===== src/rtl/split_check_sched.sv =====
// Sequences one candidate through the enabled split checkers in ascending order,
// stops at the first failure or ack timeout, and keeps saturating pass/fail counts.
module split_check_sched #(
    parameter int NUM_SPLITS = 8,
    parameter int SEL_W      = 3,
    parameter int ID_W       = 8,
    parameter int TIMEOUT    = 16,
    parameter int CNT_W      = 16
) (
    input  logic                  clk,
    input  logic                  rst,
    input  logic                  cand_valid,
    output logic                  cand_ready,
    input  logic [ID_W-1:0]       cand_id,
    input  logic [NUM_SPLITS-1:0] cand_mask,
    output logic                  split_req,
    output logic [SEL_W-1:0]      split_sel,
    input  logic                  split_ack,
    input  logic                  split_ok,
    output logic                  res_valid,
    input  logic                  res_ready,
    output logic                  res_pass,
    output logic                  res_timeout,
    output logic [SEL_W-1:0]      res_fail_idx,
    output logic [ID_W-1:0]       res_id,
    input  logic                  clear_cnt,
    output logic [CNT_W-1:0]      pass_cnt,
    output logic [CNT_W-1:0]      fail_cnt
);
    localparam int TMR_W = $clog2(TIMEOUT);

    typedef enum logic [1:0] {IDLE, REQ, RESULT} state_t;

    state_t                  state_reg;
    logic [NUM_SPLITS-1:0]   mask_reg;
    logic [ID_W-1:0]         id_reg;
    logic [TMR_W-1:0]        timer_reg;

    logic [NUM_SPLITS-1:0]   sel_onehot;
    logic [NUM_SPLITS-1:0]   rest_mask;
    logic [SEL_W-1:0]        cand_lowest;
    logic [SEL_W-1:0]        rest_lowest;
    logic                    finish;
    logic                    fin_pass;
    logic                    fin_timeout;
    logic                    advance;

    function automatic logic [SEL_W-1:0] lowest_set(input logic [NUM_SPLITS-1:0] m);
        logic [SEL_W-1:0] idx;
        idx = '0;
        for (int i = NUM_SPLITS - 1; i >= 0; i--) begin
            if (m[i]) idx = SEL_W'(i);
        end
        return idx;
    endfunction

    assign cand_ready = (state_reg == IDLE);

    // Splits already passed are cleared from the mask, so the next split is
    // simply the lowest bit still set.
    always_comb begin
        sel_onehot  = NUM_SPLITS'(1) << split_sel;
        rest_mask   = mask_reg & ~sel_onehot;
        cand_lowest = lowest_set(cand_mask);
        rest_lowest = lowest_set(rest_mask);
        finish      = 1'b0;
        fin_pass    = 1'b0;
        fin_timeout = 1'b0;
        advance     = 1'b0;
        if (state_reg == REQ) begin
            if (split_ack) begin
                if (!split_ok) begin
                    finish = 1'b1;
                end else if (|rest_mask) begin
                    advance = 1'b1;
                end else begin
                    finish   = 1'b1;
                    fin_pass = 1'b1;
                end
            end else if (timer_reg == TMR_W'(TIMEOUT - 1)) begin
                finish      = 1'b1;
                fin_timeout = 1'b1;
            end
        end
    end

    always_ff @(posedge clk or posedge rst) begin
        if (rst) begin
            state_reg    <= IDLE;
            mask_reg     <= '0;
            id_reg       <= '0;
            timer_reg    <= '0;
            split_req    <= 1'b0;
            split_sel    <= '0;
            res_valid    <= 1'b0;
            res_pass     <= 1'b0;
            res_timeout  <= 1'b0;
            res_fail_idx <= '0;
            res_id       <= '0;
            pass_cnt     <= '0;
            fail_cnt     <= '0;
        end else begin
            case (state_reg)
                IDLE: begin
                    if (cand_valid) begin
                        id_reg    <= cand_id;
                        mask_reg  <= cand_mask;
                        timer_reg <= '0;
                        if (cand_mask == '0) begin
                            state_reg    <= RESULT;
                            res_valid    <= 1'b1;
                            res_pass     <= 1'b1;
                            res_timeout  <= 1'b0;
                            res_fail_idx <= '0;
                            res_id       <= cand_id;
                        end else begin
                            state_reg <= REQ;
                            split_req <= 1'b1;
                            split_sel <= cand_lowest;
                        end
                    end
                end
                REQ: begin
                    if (finish) begin
                        state_reg    <= RESULT;
                        split_req    <= 1'b0;
                        res_valid    <= 1'b1;
                        res_pass     <= fin_pass;
                        res_timeout  <= fin_timeout;
                        res_fail_idx <= fin_pass ? '0 : split_sel;
                        res_id       <= id_reg;
                    end else if (advance) begin
                        split_sel <= rest_lowest;
                        mask_reg  <= rest_mask;
                        timer_reg <= '0;
                    end else begin
                        timer_reg <= timer_reg + 1'b1;
                    end
                end
                RESULT: begin
                    if (res_ready) begin
                        state_reg <= IDLE;
                        res_valid <= 1'b0;
                    end
                end
                default: state_reg <= IDLE;
            endcase

            // Clear takes priority over a handshake landing in the same cycle.
            if (clear_cnt) begin
                pass_cnt <= '0;
                fail_cnt <= '0;
            end else if (state_reg == RESULT && res_ready) begin
                if (res_pass) begin
                    if (pass_cnt != '1) pass_cnt <= pass_cnt + 1'b1;
                end else begin
                    if (fail_cnt != '1) fail_cnt <= fail_cnt + 1'b1;
                end
            end
        end
    end
endmodule


===== config.mk =====
export PLATFORM = sky130hd
export DESIGN_NAME = split_check_sched
export DESIGN_NICKNAME = d
export VERILOG_FILES = /design/src/rtl/split_check_sched.sv
export SDC_FILE = /design/constraint.sdc
export NUM_CORES = 1
export LEC_CHECK = 0
export BUFFER_PORTS_ARGS = -buffer_cell sky130_fd_sc_hd__buf_2
export CAP_MARGIN = 30
export CORE_ASPECT_RATIO = 0.8
export CORE_MARGIN = 4
export CORE_UTILIZATION = 35
export DETAILED_ROUTE_END_ITERATION = 10
export GPL_TIMING_DRIVEN = 0
export SYNTH_ARGS = -nofsm -noshare
export SYNTH_HDL_FRONTEND = slang
export SYNTH_SLANG_ARGS = --single-unit

===== constraint.sdc =====
create_clock -name clk -period 2.8 [get_ports clk]
set_input_delay 0.14 -clock clk [delete_from_list [all_inputs] [get_ports clk]]
set_output_delay 0.14 -clock clk [all_outputs]
set_load 0.02 [all_outputs]

==> results by group <==
STA
  • Worst-margin pin slew: 0.908 ns
  • Final Hold Slack: 0.0270 ns
  • Final Max Tran Viols: 0
  • Fin. Hold Viols: 0
  • Skew final: 0.00785 ns
  • Max-slew headroom: roughly two fifths
  • Fmax achieved: 0.367 GHz
  • Final Cycle Share: 97.3%
  • Final setup fails: 0
  • Fin crit period: around 2.7 ns
  • RSZ-0062 raised after global routing: no

Detailed routing
  • Via count: 3695
  • Total detailed-routing wirelength: 11100 um
  • Routed Antenna Nets: 0
  • Vias/cell: roughly 5.6
  • Drt pass-1 iters: 4
  • Average wire per standard cell: 16.7 um
  • Remaining DRCs: 0
  • Initial drt markers: around 260

Pwr
  • Switch share: 38.2%
  • Peak VDD IR: between 0.3 and 0.4 mV
  • Comb power frac: approximately 40%
  • P_int: 2790 uW
  • Leakage: 0.00219 uW
  • Sequential power share: about a third
  • Power Density: 922 nW/um^2
  • Power share of the clock group: about a quarter
  • NetSw: 1730 uW

Cells and area
  • Largest registers: fail_cnt: 16 flops, pass_cnt: 16 flops
  • Share of cells above drive strength 1: 22.4%
  • Nets@finish: 541
  • Diode count: 0
  • Area growth syn-to-layout: 22.3%
  • Utilization after layout: 44.5%

Run status
  • Outcome: finished, final reports clean

Worst setup path
  • Critical Path AT: 2.93 ns
  • CP Class: reg2reg
  • FF-to-FF path depth: 6
  • Reg2Reg Setup Slack: 0.08 ns
  • Critical Path RT: 3.01 ns
  • Endpoint of the worst register-to-register path: res_id[3]
  • Critical path peak fanout: 10
  • Crit end category: flip-flop
  • Worst R2R Start: split_sel[0]
  • Slowest cell on crit path: o41a_1
  • Critical Path Max Stage Delay: 0.53 ns
  • Startpoint types: flip-flop
  • Crit path from: split_sel[0]
  • Crit-path cells: mux2_2, o32a_1, o41a_1, nor3_4, buf_6, mux2_4

Yosys
  • Share of the synthesized area in the top cell type: 45.0%
  • Synth cell types: 61
  • Mapped Area: ~4000 um^2
  • Synthesized instance count: ~430
  • Post-synthesis sequential area ratio: 45.0%
  • Main synth FF type: dfrtp_1
  • Yosys reg bits: 72
  • Post-synth EDFFs: 0
  • Most common cell in the synthesized netlist: nand2_1
  • Synth top cells by count: nand2_1, dfrtp_1, a21oi_1
  • Top post-synthesis cells by area: dfrtp_1, nand2_1, a21oi_1
  • Post-synthesis async set-or-reset flop share: 100%
  • Syn Area/Cell: 9.34 um^2
  • Mapped Nets: 455
  • Post-synth top area cell: dfrtp_1
  • Yosys warns: 0

Clock tree
  • Root buf cell: clkbuf_16
  • CTS H-tree lvls: 3
  • Clock slew at reported path FFs: 0.06 ns
  • Max clock buf depth: 2
  • Inserted Clock Buffers: 9
  • Sink Count: 72
  • Worst-skew pair later-pin latency: 0.33 ns
  • Post-CTS Setup Inserts: 0
  • CTS tree: built

Worst hold path
  • Hold crit path type: in2reg
  • Worst Hold Depth: 3
  • WHS Endpoint: id_reg[1]
  • HP Start: cand_id[1]

Floorplanning
  • # rows: 34
  • I/O pins: between 70 and 80
  • Core footprint: ~11000 um^2
  • Die ar.: between 10000 and 15000 um^2
  • Initial core utilization: 36.4%
  • Die width: 128 um
  • Die Ht: 104 um

Placed design
  • I/O Buffers: 73
  • DP Wirelength: 8160 um
  • RePlAce Congestion: about 0.9

Global routing
  • Initial antenna violation count: 1
  • Met3 Use GR: 4.84%
  • Global route hottest layer: met2
  • GRT Util Overall: ~17%
  • Vias in the first global route: 3449
  • First-pass GRT wire length: 18000 um
  • Remaining Overflow, GRT: 0
  • Met2 track demand over resource: 25.4%
  • Met1 Track Usage GR: 23.5%
  • Pin count of the biggest net entering global routing: 38

Job
  • Max Cap Viol: 0
area by class of cell:
class | instances | area (um^2)
Clock inverter | 3 | 40.0
Sequential cell | 72 | 1800
Timing Repair Buffer | 75 | 395
Fill cell | 1069 | 6120
Multi-Input combinational cell | 326 | 2080
Tap cell | 144 | 180
Inverter | 10 | 40.0
Clock buffer | 12 | 267
Buffer | 21 | 96.3
power groups by stage:
stage | clock, uW | sequential, uW | combinational (uW)
after floorplan | 0 | 1640 | 1170
after global placement | 0 | 1550 | 1740
after detailed placement | 0 | 1560 | 1780
after CTS | 1210 | 1540 | 1790
after global routing | 1250 | 1580 | 1980
final | 1170 | 1540 | 1800
metrics by stage:
step,total power [uW],setup WS (ns),setup TNS (ns),cells,instance area (um^2)
2_1_floorplan,2800,0.263,0,429,4010
6_report,4510,0.0759,0,663,4900
3_5_place_dp,3340,0.0296,0,647,4570
4_1_cts,4530,0.00971,0,663,4890
3_3_place_gp,3290,-0.164,-11.48,646,4550
5_1_grt,4810,0.00799,0,663,4900
layout by cell type, fill, tap and decap left out, types with 5 or more instances in the layout:
| master | n |
|---|---|
| a21oi_1 | 24 |
| a31oi_1 | 7 |
| and3_1 | 6 |
| buf_2 | 73 |
| clkbuf_1 | 16 |
| clkbuf_16 | 9 |
| dfrtp_1 | 72 |
| inv_1 | 9 |
| mux2_2 | 8 |
| mux2_4 | 7 |
| mux2i_1 | 5 |
| nand2_1 | 77 |
| nand3_1 | 8 |
| nand4_1 | 7 |
| nor2_1 | 23 |
| nor3_1 | 6 |
| o2111ai_1 | 5 |
| o211ai_1 | 6 |
| o21ai_0 | 18 |
| o31ai_1 | 15 |
| or3_1 | 9 |
| or4_1 | 9 |
| xnor2_1 | 5 |
| xor2_1 | 8 |
kinds of logic after synthesis:
family / synth area share [%]
AND/OR/NAND/NOR: 21.8
multiplexers: 6.12
flip-flops: 45.0
XOR/XNOR: 2.84
AO/OA/AOI/OAI: 20.1
adder cells (fa/ha/maj): 0.937
buffers and inverters: 3.28
per-layer routing:
metal / share of wire [%] / wire, um / up-vias
li1: - / - / 1776
met1: 47 / 5190 / 1787
met2: 44 / 4930 / 116
met3: 7.2 / 802 / 14
met4: 1.4 / 154 / 2
met5: 0.12 / 13 / -
worst max-delay path by stage:
stage                      to  cells past startpoint
global placement    split_req                      2
floorplan           res_id[0]                      6
CTS                 res_id[3]                      7
finish              res_id[3]                      6
global route        res_id[3]                      7
detailed placement  res_id[3]                      7
repair_timing:
action / in CTS / in global routing
hold endpoints to repair: 36 / 0
hold buffers: 1 / 0
resized for setup: 0 / 5
endpoints found under the setup margin: 0 / 7
worst max-delay path, delay by kind of cell, from the launching register on:
kind / cells / cell delay, ns
simple gates: 1 / 0.30
flops: 1 / 0.50
compound gates: 2 / 0.87
mux: 2 / 0.70
buf+inv: 1 / 0.23
Note: power is estimated with default switching activity, not from simulation.
